File: src/rtl/memmap_bus_sched_if.sv
// rtl/memmap_bus_sched_if.sv - request/grant/strobe bus between masters, scheduler and address mapper
interface memmap_bus_sched_if;
    logic        req0;
    logic [15:0] addr0;
    logic        req1;
    logic [15:0] addr1;
    logic        gnt0;
    logic        gnt1;
    logic        ack0;
    logic        ack1;
    logic        as;
    logic [7:0]  ah;
    logic [7:0]  al;
    logic        busy;

    modport master (
        output req0, addr0, req1, addr1,
        input  gnt0, gnt1, ack0, ack1, as, ah, al, busy
    );

    modport slave (
        input  req0, addr0, req1, addr1,
        output gnt0, gnt1, ack0, ack1, as, ah, al, busy
    );
endinterface

File: src/rtl/memmap_bus_sched.sv
// rtl/memmap_bus_sched.sv - two-master round-robin scheduler with region wait states for the mapper bus
module memmap_bus_sched #(
    parameter logic [3:0] WS_LO  = 4'd0,
    parameter logic [3:0] WS_IO  = 4'd2,
    parameter logic [3:0] WS_MID = 4'd1,
    parameter logic [3:0] WS_TOP = 4'd3
) (
    input  logic                clk,
    input  logic                rst,
    memmap_bus_sched_if.slave   bus
);

    typedef enum logic [1:0] {IDLE, STROBE, WAIT, DONE} state_t;

    state_t      state, state_n;
    logic        last, last_n;
    logic        owner, owner_n;
    logic [15:0] addr_q, addr_q_n;
    logic [3:0]  wcnt, wcnt_n;
    logic        pick;
    logic        gnt0_n, gnt1_n, ack0_n, ack1_n, as_n, busy_n;
    logic [7:0]  ah_n, al_n;

    // Upper bounds are inclusive; anything above EFFF falls into the top region.
    function automatic logic [3:0] region_ws(input logic [15:0] a);
        if (a <= 16'hE2AA)      return WS_LO;
        else if (a <= 16'hE2FF) return WS_IO;
        else if (a <= 16'hEFFF) return WS_MID;
        else                    return WS_TOP;
    endfunction

    always_comb begin
        state_n  = state;
        last_n   = last;
        owner_n  = owner;
        addr_q_n = addr_q;
        wcnt_n   = wcnt;
        pick     = 1'b0;
        gnt0_n   = bus.gnt0;
        gnt1_n   = bus.gnt1;
        ack0_n   = 1'b0;
        ack1_n   = 1'b0;
        as_n     = 1'b0;
        ah_n     = bus.ah;
        al_n     = bus.al;
        case (state)
            IDLE: begin
                if (bus.req0 || bus.req1) begin
                    pick            = (bus.req0 && bus.req1) ? ~last : bus.req1;
                    owner_n         = pick;
                    last_n          = pick;
                    addr_q_n        = pick ? bus.addr1 : bus.addr0;
                    wcnt_n          = region_ws(addr_q_n);
                    gnt0_n          = ~pick;
                    gnt1_n          = pick;
                    as_n            = 1'b1;
                    {ah_n, al_n}    = addr_q_n;
                    state_n         = STROBE;
                end
            end
            STROBE: begin
                if (wcnt == 4'd0) begin
                    state_n = DONE;
                    ack0_n  = ~owner;
                    ack1_n  = owner;
                end else begin
                    state_n = WAIT;
                end
            end
            WAIT: begin
                wcnt_n = wcnt - 4'd1;
                if (wcnt <= 4'd1) begin
                    state_n = DONE;
                    ack0_n  = ~owner;
                    ack1_n  = owner;
                end
            end
            DONE: begin
                state_n = IDLE;
                gnt0_n  = 1'b0;
                gnt1_n  = 1'b0;
                ah_n    = 8'h00;
                al_n    = 8'h00;
            end
            default: state_n = IDLE;
        endcase
        busy_n = (state_n != IDLE);
    end

    always_ff @(posedge clk or negedge rst) begin
        if (!rst) begin
            state    <= IDLE;
            last     <= 1'b1;
            owner    <= 1'b0;
            addr_q   <= 16'h0000;
            wcnt     <= 4'd0;
            bus.gnt0 <= 1'b0;
            bus.gnt1 <= 1'b0;
            bus.ack0 <= 1'b0;
            bus.ack1 <= 1'b0;
            bus.as   <= 1'b0;
            bus.ah   <= 8'h00;
            bus.al   <= 8'h00;
            bus.busy <= 1'b0;
        end else begin
            state    <= state_n;
            last     <= last_n;
            owner    <= owner_n;
            addr_q   <= addr_q_n;
            wcnt     <= wcnt_n;
            bus.gnt0 <= gnt0_n;
            bus.gnt1 <= gnt1_n;
            bus.ack0 <= ack0_n;
            bus.ack1 <= ack1_n;
            bus.as   <= as_n;
            bus.ah   <= ah_n;
            bus.al   <= al_n;
            bus.busy <= busy_n;
        end
    end

endmodule

File: src/flat_wrapper.sv
// flat-port wrapper written by rule: the top's interface ports become plain ports
module memmap_bus_sched_flat 
#(
    parameter logic [3:0] WS_LO  = 4'd0,
    parameter logic [3:0] WS_IO  = 4'd2,
    parameter logic [3:0] WS_MID = 4'd1,
    parameter logic [3:0] WS_TOP = 4'd3
)
  (clk, rst, bus_req0, bus_addr0, bus_req1, bus_addr1, bus_gnt0, bus_gnt1, bus_ack0, bus_ack1, bus_as, bus_ah, bus_al, bus_busy);
  memmap_bus_sched_if bus_i ();
  input  logic clk;
  input  logic rst;
  input wire logic [$bits(bus_i.req0)-1:0] bus_req0;
  input wire logic [$bits(bus_i.addr0)-1:0] bus_addr0;
  input wire logic [$bits(bus_i.req1)-1:0] bus_req1;
  input wire logic [$bits(bus_i.addr1)-1:0] bus_addr1;
  output wire logic [$bits(bus_i.gnt0)-1:0] bus_gnt0;
  output wire logic [$bits(bus_i.gnt1)-1:0] bus_gnt1;
  output wire logic [$bits(bus_i.ack0)-1:0] bus_ack0;
  output wire logic [$bits(bus_i.ack1)-1:0] bus_ack1;
  output wire logic [$bits(bus_i.as)-1:0] bus_as;
  output wire logic [$bits(bus_i.ah)-1:0] bus_ah;
  output wire logic [$bits(bus_i.al)-1:0] bus_al;
  output wire logic [$bits(bus_i.busy)-1:0] bus_busy;
  assign bus_i.req0 = bus_req0;
  assign bus_i.addr0 = bus_addr0;
  assign bus_i.req1 = bus_req1;
  assign bus_i.addr1 = bus_addr1;
  assign bus_gnt0 = bus_i.gnt0;
  assign bus_gnt1 = bus_i.gnt1;
  assign bus_ack0 = bus_i.ack0;
  assign bus_ack1 = bus_i.ack1;
  assign bus_as = bus_i.as;
  assign bus_ah = bus_i.ah;
  assign bus_al = bus_i.al;
  assign bus_busy = bus_i.busy;
  memmap_bus_sched #(.WS_LO(WS_LO), .WS_IO(WS_IO), .WS_MID(WS_MID), .WS_TOP(WS_TOP)) u_core (.clk(clk), .rst(rst), .bus(bus_i));
endmodule
File: config.mk
export PLATFORM = sky130hd
export DESIGN_NAME = memmap_bus_sched_flat
export DESIGN_NICKNAME = d
export VERILOG_FILES = /design/src/rtl/memmap_bus_sched_if.sv /design/src/rtl/memmap_bus_sched.sv /design/src/flat_wrapper.sv
export SDC_FILE = /design/constraint.sdc
export NUM_CORES = 1
export LEC_CHECK = 0
export BUFFER_PORTS_ARGS = -buffer_cell sky130_fd_sc_hd__buf_2
export CORE_UTILIZATION = 53
export DETAILED_ROUTE_END_ITERATION = 6
export PLACE_DENSITY = 0.84
export SETUP_SLACK_MARGIN = 0.2
export SYNTH_ARGS = -nofsm -noshare
export SYNTH_HDL_FRONTEND = slang
export SYNTH_SLANG_ARGS = --single-unit
File: constraint.sdc
create_clock -name clk -period 4.75 [get_ports clk]
set_input_delay 0 -clock clk [delete_from_list [all_inputs] [get_ports clk]]
set_output_delay 0 -clock clk [all_outputs]
set_load 0.02 [all_outputs]
==> results.ini <==
[run_status]
run_status=finished clean

[placement]
port-buffer-count=57
dpl.hpwl_mm=2.77
place.gp.congestion=0.847

[yosys]
ys_ff_latch=30
synthCells=173
async_flop_share=1.00
yosysSeqAreaShare=0.447
syn_area_per_cell_um2=9.73
synthesis.area_um2=1680
synth_edf_count=0
yosysWarnings=0
synth_flop_cell=dfrtp_1
synth_fp_nets=215
ys_types=39

[floorplan]
fp.dieArea_um2=3410
placementRows=20
die_h_um=58.4
die_w_um=58.4
start_util=0.556
design.core.area_um2=3030
num_io_pins=58

[grt]
grt_pass1_wl_mm=6.78
grt-ovfl-total=0
first_global_vias=1521
track_usage=0.273
grt_max_degree=31
antenna_found_initial=0

[clock_tree]
cts-htree-levels=2
cts.path.max_buffers=2
cts-resized-gates=0
clkTransAtPathRegs_ns=0.11
cts_tree=built
clock_latency_ns=0.35
cts_setup_buffers=0
cts_hold_buf=20
cts_inserted_buffers=5
clock-root-buffer=clkbuf_4
cts.sinks=30

[setup_path]
cp-start-kind=register
cp_slowest_cell=a21boi_2
crit_path_cell_trace=a21boi_2 > mux2i_1 > dlygate4sd3_1 > o21ai_0
cp.required_ns=4.96
critPathMaxFanout=18
cp_slowest_stage_delay_ns=0.82
crit_path_end_kind=register
reg2reg_setup_slack_ns=2.38
cp_data_arrival_time_ns=2.58
path_class=register to register

[job]
drv_cap=0

[route]
route.detailed.drc=0
drtAntennaViolNets=0
vias_per_cell=5.62
wl_per_cell_um=14.9
wl_mm=4.41
drtIter0Drc=86
first_pass_iters=6
vias=1657

[timing]
tns_ns=0
finalSetupViolCount=0
slew_violations=0
final.setup_skew_ns=0.0152
whs_ns=0.00379
hold_viol_final=0
tightest_slew_ns=1.11
finalCritPeriodShare=0.500
finalCriticalPeriod_ns=2.37
fmax_mhz=421
rsz0062_at_grt=no
max_slew_margin=0.254

[cells_and_area]
finalNetCount=292
final_layout_size_suffix_gt1_frac=0.287
layout_commonest_cell=buf_2
antenna_cells=0
area_growth_syn_to_layout_pct=34.8
fin_util=0.750
mostFrequentLayoutCells=buf_2 (57), dfrtp_1 (29), o21ai_0 (22), nand2_1 (22), dlygate4sd3_1 (21)

[power_and_ir_drop]
p_leak_nw=1.12
power_density_nw_per_um2=555
vdd_drop_max_mv=0.280

[worst_hold_path]
hp-class=primary input to register

==> power breakdown <==
part / internal [W] / switching (W)
logic: 0.000244 / 0.000385
registers: 0.000364 / 0.0000628
clock network: 0.000109 / 0.0000964
==> routing by layer <==
layer  GRT usage  routed length (um)
met5           0                   0
met4       0.146                 126
met3      0.0747                 260
met2       0.432                2130
met1       0.341                1890
==> sequential cells by signal (all words and copies together), names as in the netlist <==
name / cells
u_core.bus.ah: 8
u_core.bus.al: 8
u_core.wcnt: 4
u_core.state: 2
u_core.bus.ack0: 1
u_core.bus.ack1: 1
u_core.bus.as: 1
u_core.bus.busy: 1
u_core.bus.gnt0: 1
u_core.bus.gnt1: 1
u_core.last: 1
u_core.owner: 1
==> area by class of cell <==
type | instances | area (um2)
inverters | 8 | 30.0
well taps | 44 | 55.1
fillers | 233 | 758
clock inverters | 3 | 40.0
flip-flops and latches | 30 | 752
clock buffers | 5 | 37.5
multi-input cells | 127 | 860
repair buffers | 78 | 495
==> worst max-delay path, delay by kind of cell (launching register included) <==
kind / cells / cell delay [ns]
AO/OA/AOI/OAI: 2 / 0.91
buffers and inverters: 1 / 0.59
flip-flops: 1 / 0.40
multiplexers: 1 / 0.32
==> cell usage after synthesis (all sizes together) (2+ instances only) <==
| library cell | instances | share of area |
|---|---|---|
| a21oi | 8 | 0.026 |
| buf | 6 | 0.023 |
| nor4bb | 3 | 0.018 |
| o211ai | 2 | 0.0089 |
| inv | 8 | 0.018 |
| nand3 | 4 | 0.012 |
| a21o | 3 | 0.013 |
| a22o | 3 | 0.016 |
| a31oi | 2 | 0.0074 |
| ha | 6 | 0.045 |
| nor3b | 2 | 0.0089 |
| nor3 | 5 | 0.015 |
| nor2 | 7 | 0.016 |
| a2111oi | 3 | 0.027 |
| a211oi | 2 | 0.0089 |
| o21ai | 23 | 0.068 |
| o21bai | 3 | 0.013 |
| dfrtp | 29 | 0.43 |
| or2 | 2 | 0.0074 |
| clkbuf | 2 | 0.0045 |
| mux2i | 16 | 0.095 |
| nand2 | 22 | 0.049 |
==> worst paths after layout <==
check | cells after the start | endpoint | from
setup / recovery | 4 | u_core.bus.al[2]$_DFFE_PN0P_ | u_core.last$_DFFE_PN1P_
hold / removal | 3 | u_core.bus.ah[4]$_DFFE_PN0P_ | bus_addr1[12]
setup reg to reg | 4 | u_core.bus.al[2]$_DFFE_PN0P_ | u_core.last$_DFFE_PN1P_
hold reg to reg | 1 | u_core.bus.ack0$_DFF_PN0_ | u_core.owner$_DFFE_PN0P_
max in group asynchronous | 2 | u_core.wcnt[3]$_DFFE_PN0P_ | rst
min in group asynchronous | 2 | u_core.bus.gnt1$_DFFE_PN0P_ | rst
==> logic make-up (layout without fill, tap and decap cells) <==
| kind of cell | after synthesis | in the layout | share of synthesized area |
|---|---|---|---|
| AOI/OAI and AO/OA | 54 | 54 | 0.214 |
| adders and majority gates | 6 | 6 | 0.0446 |
| buffers and inverters | 16 | 94 | 0.0453 |
| DFF | 30 | 30 | 0.447 |
| muxes | 17 | 17 | 0.102 |
| and+or+nand+nor | 50 | 50 | 0.148 |
==> metrics by stage <==
step	total power, W	setup WS, ns	cell area (um2)	std cells
after floorplan	0.000848	3.03	1680	173
after global placement	0.00100	2.76	1980	266
after detailed placement	0.00102	2.69	1980	266
after CTS	0.00125	2.48	2260	294
after global routing	0.00135	2.32	2270	295
final	0.00126	2.38	2270	295
Power figures use the tool's default switching activity.
